===== src/rtl/ber_window_acc.sv =====
// ber_window_acc: windowed BER accumulator with per-window result latch and sticky loss-of-sync detection.
module ber_window_acc #(
  parameter int EBW     = 16,
  parameter int BBW     = 24,
  parameter int LOSS_TH = 32
) (
  input  logic           clk_i,
  input  logic           rst_i,
  input  logic           start_i,
  input  logic           stop_i,
  input  logic           bit_vld_i,
  input  logic           bit_err_i,
  input  logic           win_end_i,
  output logic [EBW-1:0] err_cnt_o,
  output logic [BBW-1:0] bit_cnt_o,
  output logic           err_sat_o,
  output logic           res_vld_o,
  output logic           los_o,
  output logic           busy_o
);
  typedef enum logic {IDLE, RUN} state_t;
  state_t state_q, state_d;
  logic [EBW-1:0] err_acc_q, err_acc_d, err_fin, err_cnt_q;
  logic [BBW-1:0] bit_acc_q, bit_acc_d, bit_fin, bit_cnt_q;
  logic [15:0] run_q, run_d, run_inc;
  logic sat_q, sat_d, sat_fin, err_sat_q, res_vld_q, los_q, los_d;
  logic active, inc_b, inc_e, latch;
  always_comb begin
    state_d = stop_i ? IDLE : start_i ? RUN : state_q;
    active  = (state_q == RUN) && !start_i;
    inc_b   = active && bit_vld_i;
    inc_e   = inc_b && bit_err_i;
    latch   = active && win_end_i;
    bit_fin = bit_acc_q + BBW'(inc_b && !(&bit_acc_q));
    err_fin = err_acc_q + EBW'(inc_e && !(&err_acc_q));
    sat_fin = sat_q | (inc_b & (&bit_acc_q)) | (inc_e & (&err_acc_q));
    bit_acc_d = (start_i || latch) ? '0 : bit_fin;
    err_acc_d = (start_i || latch) ? '0 : err_fin;
    sat_d     = (start_i || latch) ? 1'b0 : sat_fin;
    // Run counter saturates so a very long error burst cannot wrap back below the threshold.
    run_inc = run_q + 16'(run_q != 16'hffff);
    run_d   = start_i ? '0 : !inc_b ? run_q : bit_err_i ? run_inc : '0;
    los_d   = start_i ? 1'b0 : los_q | (inc_e && run_inc == 16'(LOSS_TH));
  end
  always_ff @(posedge clk_i) begin
    if (rst_i) begin
      state_q   <= IDLE;
      err_acc_q <= '0;
      bit_acc_q <= '0;
      sat_q     <= 1'b0;
      run_q     <= '0;
      los_q     <= 1'b0;
      err_cnt_q <= '0;
      bit_cnt_q <= '0;
      err_sat_q <= 1'b0;
      res_vld_q <= 1'b0;
    end else begin
      state_q   <= state_d;
      err_acc_q <= err_acc_d;
      bit_acc_q <= bit_acc_d;
      sat_q     <= sat_d;
      run_q     <= run_d;
      los_q     <= los_d;
      res_vld_q <= latch;
      if (latch) begin
        err_cnt_q <= err_fin;
        bit_cnt_q <= bit_fin;
        err_sat_q <= sat_fin;
      end
    end
  end
  assign err_cnt_o = err_cnt_q;
  assign bit_cnt_o = bit_cnt_q;
  assign err_sat_o = err_sat_q;
  assign res_vld_o = res_vld_q;
  assign los_o     = los_q;
  assign busy_o    = (state_q == RUN);
endmodule


===== config.mk =====
export PLATFORM = sky130hd
export DESIGN_NAME = ber_window_acc
export DESIGN_NICKNAME = d
export VERILOG_FILES = /design/src/rtl/ber_window_acc.sv
export SDC_FILE = /design/constraint.sdc
export NUM_CORES = 1
export LEC_CHECK = 0
export ABC_AREA = 1
export CAP_MARGIN = 25
export CORE_ASPECT_RATIO = 0.5
export CORE_MARGIN = 3
export CORE_UTILIZATION = 61
export DETAILED_ROUTE_END_ITERATION = 10
export GPL_TIMING_DRIVEN = 0
export PLACE_DENSITY_LB_ADDON = 0.08
export SLEW_MARGIN = 15
export SYNTH_ARGS = -nofsm -noshare
export SYNTH_HDL_FRONTEND = slang
export SYNTH_SLANG_ARGS = --single-unit

===== constraint.sdc =====
create_clock -name clk_i -period 4.4 [get_ports clk_i]
set_clock_uncertainty 0.05 [all_clocks]
set_input_delay 0.88 -clock clk_i [delete_from_list [all_inputs] [get_ports clk_i]]
set_output_delay 0.88 -clock clk_i [all_outputs]
set_load 0.005 [all_outputs]

* After elaboration in Yosys (flattened, before gate mapping)
Cells that the tools add are included.
** Storage, ports and cells
- Bits in registers :: 101
- Latch bits :: 0
- Memory bits (writable) :: 0
- Bits in read-only memories :: 0
- Output and inout bits :: 44
- Word-level logic and storage cells :: 37
- Memories kept :: 0
** Operators by class
- Add/subtract/negate cells :: 3
- Multipliers :: 0
- Div/mod/pow operators :: 0
- Magnitude comparators :: 0
- Eq/ne operators :: 2
- Shifts and indexed selects :: 0
- Mux-type cells :: 1
- Bitwise logic cells :: 5
- Reduce and logical (&&, ||, !) cells :: 16
** Operators by type and width (number)
- $add 16x1->16 :: 2
- $add 24x1->24 :: 1
- $reduce_and 24->1 :: 1
- $eq 16x6->1 const B :: 1
- $mux 16 :: 1
- $ne 16x16->1 const B :: 1
- $reduce_and 16->1 :: 1
- $logic_and 1x1->1 :: 7
- $reduce_or 2->1 :: 3
- $logic_not 1->1 :: 3
- $or 1x1->1 :: 3
- $and 1x1->1 :: 2
- $logic_or 1x1->1 :: 1

* Longest topological paths before layout
Gate-level depths: netlist of the first run.
- Depth in word-level cells :: 6
- Depth in mapped cells :: 18

* Least setup slack after synthesis of the first run
Ideal clock, no wire load.
- Path kind :: input to register
- From :: input start_i
- To :: register bit_acc_q[20]
- Data arrival time :: 2.960 ns
- Data required time :: 4.285 ns
- Setup slack :: 1.325 ns
- Stages on the path :: 17
- Path buffers :: 1
- Cells stage by stage :: inv_2 -> nand2_1 -> nor2_1 -> clkinv_1 -> clkbuf_1 -> a21oi_1 -> ha_1 -> ha_1 -> inv_1 -> nor2_4 -> nand2_4 -> nor2_8 -> nand2_2 -> nor2_1 -> xor2_1 -> inv_1 -> nor2_1
** Between the ends
- Cells in the longest elaborated chain, start to end :: 5
** Ends and longest elaborated chain
- start: declaration :: line 9 : input logic start_i,
- $logic_not 1->1 :: line 30 : active = (state_q == RUN) && !start_i;
- $logic_and 1x1->1 :: line 30
- $logic_and 1x1->1, on equally long branches :: line 31, 33
- $logic_and 1x1->1 or $logic_or 1x1->1 (tied branches) :: line 34, 37
- $add 24x1->24 or $reduce_or 2->1 (tied branches)
- end signal: assignment :: line 60 : bit_acc_q <= bit_acc_d;
- end: declaration :: line 24 : logic [BBW-1:0] bit_acc_q, bit_acc_d, bit_fin, bit_cnt_q;
Several ways; a longest one is shown, not always the timed one.
A chain may end at the register's enable or synchronous reset.

* Final worst setup path of the first run
- From :: input start_i
- To :: register bit_cnt_q[20] (netlist: bit_cnt_o[20])
** Between the ends
- Cells in the longest elaborated chain, start to end :: 5
** Ends and longest elaborated chain
- $logic_not 1->1 (*) :: line 30
- $logic_and 1x1->1 (*) :: line 30
- $logic_and 1x1->1 :: line 31 : inc_b = active && bit_vld_i;
- $logic_and 1x1->1 :: line 34 : bit_fin = bit_acc_q + BBW'(inc_b && !(&bit_acc_q));
- $add 24x1->24 :: line 34
- end signal: assignment :: line 67 : bit_cnt_q <= bit_fin;
- end: declaration :: line 24
Every way passes the cells marked *; elsewhere a longest branch is shown, timed or not.

==> results of run 1 <==
stage by stage:
stage | area [um^2] | power (uW) | worst slack (ps) | instances
detailed placement | 5420 | 1010 | 174 | 815
floorplan | 4780 | 978 | 1320 | 657
global route | 5730 | 1880 | 216 | 830
CTS | 5730 | 1840 | 504 | 830
global placement | 5420 | 1010 | 201 | 815
finish | 5730 | 1840 | 519 | 830
synthesized netlist by cell type:
cell type / number / share of area (%)
inv_1: 108 / 8.5
nand3b_1: 4 / 0.63
a21oi_2: 1 / 0.18
dfxtp_1: 101 / 42
nand3_4: 1 / 0.37
nor3_2: 3 / 0.63
a211oi_1: 1 / 0.16
buf_2: 1 / 0.10
nor2_8: 2 / 0.84
xnor2_1: 5 / 0.92
nor3_1: 7 / 0.73
o21a_1: 5 / 0.79
nor2_1: 72 / 5.7
nor2_2: 8 / 1.0
inv_2: 3 / 0.24
nor4_1: 2 / 0.26
or2_1: 3 / 0.39
nand4_1: 15 / 2.0
clkinv_1: 2 / 0.16
clkbuf_1: 18 / 1.4
nand2_2: 8 / 1.0
or2_0: 2 / 0.26
and3_1: 1 / 0.13
nand2_4: 1 / 0.24
o211ai_1: 19 / 3.0
ha_1: 6 / 1.6
nand2_1: 132 / 10
o21ai_0: 21 / 2.2
o31ai_1: 1 / 0.16
nor2_4: 1 / 0.24
a21oi_1: 30 / 3.1
o21bai_1: 11 / 1.7
nand3_2: 2 / 0.42
o21ai_1: 1 / 0.10
xor2_1: 26 / 4.8
nand3_1: 33 / 3.5
final timing paths:
path                  startpoint                    endpoint  slack [ps]  depth (start not counted)
max                      start_i  bit_cnt_o[20]$_SDFFE_PP0P_         520                         18
min             los_o$_SDFF_PP0_            los_o$_SDFF_PP0_         410                          2
max reg2reg  busy_o$_SDFFE_PP0P_  bit_cnt_o[20]$_SDFFE_PP0P_        1190                         16
min reg2reg     los_o$_SDFF_PP0_            los_o$_SDFF_PP0_         410                          2
power by group through the flow:
stage	Sequential, uW	Combinational (uW)	Clock [uW]
global route	929	71.9	883
CTS	928	65.3	844
floorplan	949	29.2	0
detailed placement	949	64.6	0
global placement	949	63.8	0
finish	928	64.9	844
sequential cells by signal, indices dropped and copies added (netlist names):
signal and cells:
bit_acc_q 24, run_q 16, busy_o 1, los_o 1
err_acc_q 16, err_cnt_o 16, res_vld_o 1, err_sat_o 1
bit_cnt_o 24, sat_q 1
layer usage:
layer	wire length, um	vias to the layer above
met5	0	-
met4	93	0
met3	414	11
met2	5160	67
met1	4990	1984
li1	-	2191
cell families (layout without fill, tap and decap cells):
group / Yosys count / in the layout / share of synthesized area (%)
AO/OA/AOI/OAI: 90 / 90 / 11.4
adder cells (fa/ha/maj): 6 / 6 / 1.57
flip-flops: 101 / 101 / 42.3
AND/OR/NAND/NOR: 297 / 297 / 28.7
XOR/XNOR: 31 / 31 / 5.68
buffers and inverters: 132 / 197 / 10.4
worst min-delay path, stage by stage (launching register included):
cell and delay (ps):
dfxtp_1 310, inv_1 60, a21oi_2 50
cell usage in the layout (no fill, tap or decap), types with 3 or more instances in the layout:
| master | n |
|---|---|
| ha_1 | 6 |
| nand2_1 | 132 |
| nand4_1 | 15 |
| nand2_2 | 8 |
| or2_1 | 3 |
| inv_1 | 108 |
| nor2_1 | 72 |
| nor2_2 | 8 |
| nand3b_1 | 4 |
| xor2_1 | 26 |
| o21ai_0 | 21 |
| clkbuf_1 | 18 |
| clkbuf_16 | 9 |
| o21a_1 | 5 |
| a21oi_1 | 30 |
| o21bai_1 | 11 |
| nor3_1 | 7 |
| inv_2 | 3 |
| o211ai_1 | 19 |
| clkinv_2 | 3 |
| xnor2_1 | 5 |
| nand3_1 | 33 |
| clkdlybuf4s50_1 | 50 |
| dfxtp_1 | 101 |
| nor3_2 | 3 |
area by class of cell:
class	instances	area share, %
Multi-Input combinational cell	424	39.5
Timing Repair Buffer	50	8.73
Clock inverter	5	1.31
Sequential cell	101	35.3
Tap cell	108	2.36
Inverter	113	7.40
Buffer	19	1.27
Clock buffer	10	4.17
==> key figures, run 1 <==
Detailed routing
  – Pre-antenna DRT Iters: 5
  – DRT antenna net count: 0
  – Wire length per cell: 12.8 um
  – Total number of vias: 4,253
  – Drc violations: 0
  – Initial drt markers: 220
  – Routed wire length: 10,700 um
  – Via-to-Cell Ratio: 5.12

Clocking
  – Sink Count: 101
  – CTS tree: built
  – Worst skew pair latency: 350 ps
  – Maximum root-to-sink buffer count: 2
  – Hold_buf cts: 0
  – H-tree depth: 3
  – Clk root buf: clkbuf_16
  – Post-CTS Setup Bufs: 0
  – Clock transition at path regs: 70 ps
  – CTS Buf Count: 9
  – Post-CTS sizing: 0

Timing
  – Fin crit share: 88.2%
  – RSZ-0062 raised after global routing: false
  – Final hold slack: 414 ps
  – Worst Tran Pin Value: 566 ps
  – F_max: 258 MHz
  – Worst rel slew slack: 62.2%
  – Setup TNS: 0 ps
  – Final Hold Fails: 0
  – Fin. max-slew vios: 0
  – Post-layout min period: 3880 ps
  – Final setup violating endpoints: 0

Power and ir drop
  – Comb pwr share: 3.5%
  – Pwr/cell area: 321 nW/um^2
  – Sw Ratio: 20.5%
  – Psw: 377 uW
  – Clk pwr share: 46.0%
  – Peak VDD IR: 0.196 mV
  – Internal power: 1460 uW
  – Flop pwr share: 50.5%
  – Pleak: 0.00237 uW

Critical path
  – Critical-path top delay cell: clkdlybuf4s50_1
  – CP required: 4640 ps
  – Type of origin of the critical path: input port
  – CP peak stage delay: 430 ps
  – Critical path arrival: 4120 ps
  – Worst path bufs/invs: 6
  – Crit path max-delay family: buffers and inverters
  – Critical Path Fanout Max: 10
  – Kind of critical path: in2reg
  – Nature of the critical path endpoint: flop
  – Cells along the critical path: clkdlybuf4s50_1, inv_2, nand2_1, nor2_1, clkinv_1, clkbuf_1, a21oi_1, ha_1, ha_1, inv_1, nor2_4, nand2_4, nor2_8, nand2_2, nor2_1, xor2_1, o21bai_1, inv_1

Final layout
  – Nets: 731
  – Register area: 2020 um^2
  – Area delta synth->final: 19.9%
  – Multi-input combinational cell area: 2260 um^2
  – Util after Layout: 76.8%
  – Fill count: 564
  – Ant. Diodes: 0
  – Layout cells sized above 1: 6.37%

Floorplan
  – Die Wd: 131 um
  – Core ar.: 7460 um^2
  – Die Ht: 68.6 um
  – I/O pin cnt: 51
  – Initial Utilization: 64.1%
  – Num rows: 22
  – Die area: 9000 um^2

GRT
  – Grt met3 use: 5.72%
  – GRT met2 Usage: 46.6%
  – M1 GR Usage: 29.4%
  – Largest net degree at the start of global routing: 16
  – GRT Overall Usage: 24.7%
  – Vias in the first global route: 4,064
  – Grt total ovfl: 0
  – Initial antenna violation count: 0
  – Busiest layer in global routing: met2
  – Global-route wire length before repair: 18,100 um

Synthesis
  – Syn Std Cell Area: 4780 um^2
  – Post-synth net total: 670
  – Sequential area share after synthesis: 42.3%
  – Syn Inst Count: 657
  – Synth Register Bits: 101
  – Yosys Warn Count: 0
  – Avg Cell Area, Syn: 7.28 um^2
  – Synth cell types: 36

Placed design
  – RePlAce Congestion: 0.908
  – I/O Buffers: 50
  – Post-DP HPWL: 7840 um

Run status
  – Status: complete, no violations

Run
  – Max-cap violations: 0

Min path
  – Worst Hold Class: reg2reg
Power figures use the tool's default switching activity.
==> run 2: changes to the inputs <==
--- a/config.mk
+++ b/config.mk
@@ -9,7 +9,7 @@
 export CAP_MARGIN = 25
 export CORE_ASPECT_RATIO = 0.5
 export CORE_MARGIN = 3
-export CORE_UTILIZATION = 61
+export CORE_UTILIZATION = 56
 export DETAILED_ROUTE_END_ITERATION = 10
 export GPL_TIMING_DRIVEN = 0
 export PLACE_DENSITY_LB_ADDON = 0.08
==> constraint.sdc (replaced) <==
create_clock -name clk_i -period 3.9 [get_ports clk_i]
set_clock_uncertainty 0.05 [all_clocks]
set_input_delay 0.78 -clock clk_i [delete_from_list [all_inputs] [get_ports clk_i]]
set_output_delay 0.78 -clock clk_i [all_outputs]
set_load 0.005 [all_outputs]
==> run 2 against run 1 <==
  * Cell count is 0.48% higher
  * Flip-flop and latch count did not move
  * Non-clock buffer count is the same
  * First-iteration DRC count shrank 10%
==> key figures, run 2 (synthesized netlist as in run 1, its figures left out) <==
Power and ir drop
  – Pwr/cell area: 360 nW/um^2
  – Peak VDD IR: 0.219 mV
  – Sw Ratio: 20.3%
  – Clk pwr share: 45.8%
  – Psw: 420 uW
  – Flop pwr share: 50.7%
  – Comb pwr share: 3.5%
  – Internal power: 1650 uW
  – Pleak: 0.00238 uW

Run status
  – Status: complete, no violations

Critical path
  – Critical Path Fanout Max: 10
  – Nature of the critical path endpoint: flop
  – Critical path arrival: 3790 ps
  – Type of origin of the critical path: input port
  – Reg-to-Reg Start: busy_o$_SDFFE_PP0P_
  – CP required: 4130 ps
  – Critical Path Source: start_i
  – Kind of critical path: in2reg

Clocking
  – CTS Buf Count: 9
  – Clk root buf: clkbuf_16
  – Maximum root-to-sink buffer count: 2
  – Hold_buf cts: 0
  – H-tree depth: 3
  – CTS tree: built
  – Sink Count: 101
  – Worst skew pair latency: 340 ps
  – Clock transition at path regs: 70 ps

Timing
  – Setup TNS: 0 ps
  – RSZ-0062 raised after global routing: false
  – Post-layout min period: 3560 ps
  – Final worst slack: 339 ps
  – Final Hold Fails: 0
  – Fin crit share: 91.3%
  – Worst rel slew slack: 63.5%
  – F_max: 281 MHz
  – Worst Tran Pin Value: 547 ps
  – Fin. max-slew vios: 0
  – Final setup violating endpoints: 0
  – Final hold slack: 407 ps

Final layout
  – Ant. Diodes: 0
  – Layout cells sized above 1: 6.65%
  – Nets: 731
  – Fin area: 5740 um^2
  – Fill count: 668
  – Area delta synth->final: 20.0%
  – Commonest non-fill, non-tap cell in the layout: nand2_1
  – Most frequent cells in the layout: nand2_1, inv_1, dfxtp_1

GRT
  – GRT met2 Usage: 38.8%
  – Grt met3 use: 5.40%
  – Global-route wire length before repair: 18,400 um
  – GRT Overall Usage: 23.2%
  – Busiest layer in global routing: met2
  – Vias in the first global route: 4,064
  – Initial antenna violation count: 0
  – Largest net degree at the start of global routing: 16
  – M1 GR Usage: 30.8%
  – Grt total ovfl: 0

Placed design
  – RePlAce Congestion: 0.892
  – Post-DP HPWL: 7930 um
  – I/O Buffers: 50
  – Dpl ws: -225 ps
  – Dpl cell area: 5420 um^2

Run
  – Max-cap violations: 0

Floorplan
  – Die Wd: 137 um
  – I/O pin cnt: 51
  – Die Ht: 71.3 um
  – Initial Utilization: 58.7%
  – Num rows: 23
  – Die area: 9750 um^2
  – Core ar.: 8140 um^2

Detailed routing
  – Via-to-Cell Ratio: 5.03
  – Drc violations: 0
  – Pre-antenna DRT Iters: 4
  – Total number of vias: 4,197
  – Routed wire length: 10,700 um
  – Initial drt markers: 197
  – DRT antenna net count: 0
  – Wire length per cell: 12.8 um

Min path
  – Worst Hold Class: reg2reg
  – Hold Path Origin: los_o$_SDFF_PP0_
## run 2: worst paths after layout
path,to,slack (ps),depth (start not counted)
worst max register to register,bit_acc_q[20]$_SDFF_PP0_,910,16
worst max-delay path,bit_acc_q[20]$_SDFF_PP0_,340,18
worst min-delay path,los_o$_SDFF_PP0_,410,2
worst min register to register,los_o$_SDFF_PP0_,410,2
## run 2: timing repair
action,CTS,global route
setup buffers,0,0
gates resized for setup,0,3
setup endpoints to repair,0,11
## run 2: worst max-delay path, stage by stage
cell and delay, ps:
clkdlybuf4s50_1 440, inv_2 80, nand2_1 60, nor2_1 260
inv_2 150, clkbuf_2 250, a21oi_1 230, ha_1 300
ha_1 230, inv_1 90, nor2_4 150, nand2_4 100
nor2_8 130, nand2_2 70, nor2_1 140, xor2_1 200
inv_1 50, nor2_1 80
## run 2: cell type report
class	count	area (um^2)	area share, %
Inverter	113	424	7.39
Multi-Input combinational cell	424	2260	39.4
Clock inverter	5	75.1	1.31
Tap cell	112	140	2.44
Timing Repair Buffer	50	500	8.72
Sequential cell	101	2020	35.2
Buffer	19	73.8	1.29
Clock buffer	10	239	4.16
## run 2: routing by layer
metal	wire length (um)	share of wire [%]	vias to the layer above
met4	117	1.1	0
met1	5200	49	1942
met3	363	3.4	11
met5	0	0	-
li1	-	-	2189
met2	5010	47	55
## run 2: power groups by stage
stage	Combinational [uW]	Sequential [uW]	Clock [uW]
2_1_floorplan	32.9	1070	0
3_3_place_gp	72.5	1070	0
3_5_place_dp	73.3	1070	0
4_1_cts	73.8	1050	962
5_1_grt	81.4	1050	1010
6_report	73.3	1050	947
## run 2: per-stage QoR
step / total power [uW] / util [%] / instances
after floorplan: 1100 / - / 657
after global placement: 1140 / 66.6 / 819
after detailed placement: 1140 / 66.6 / 819
after CTS: 2080 / 70.4 / 834
after global routing: 2140 / 70.5 / 834
final: 2070 / 70.5 / 834
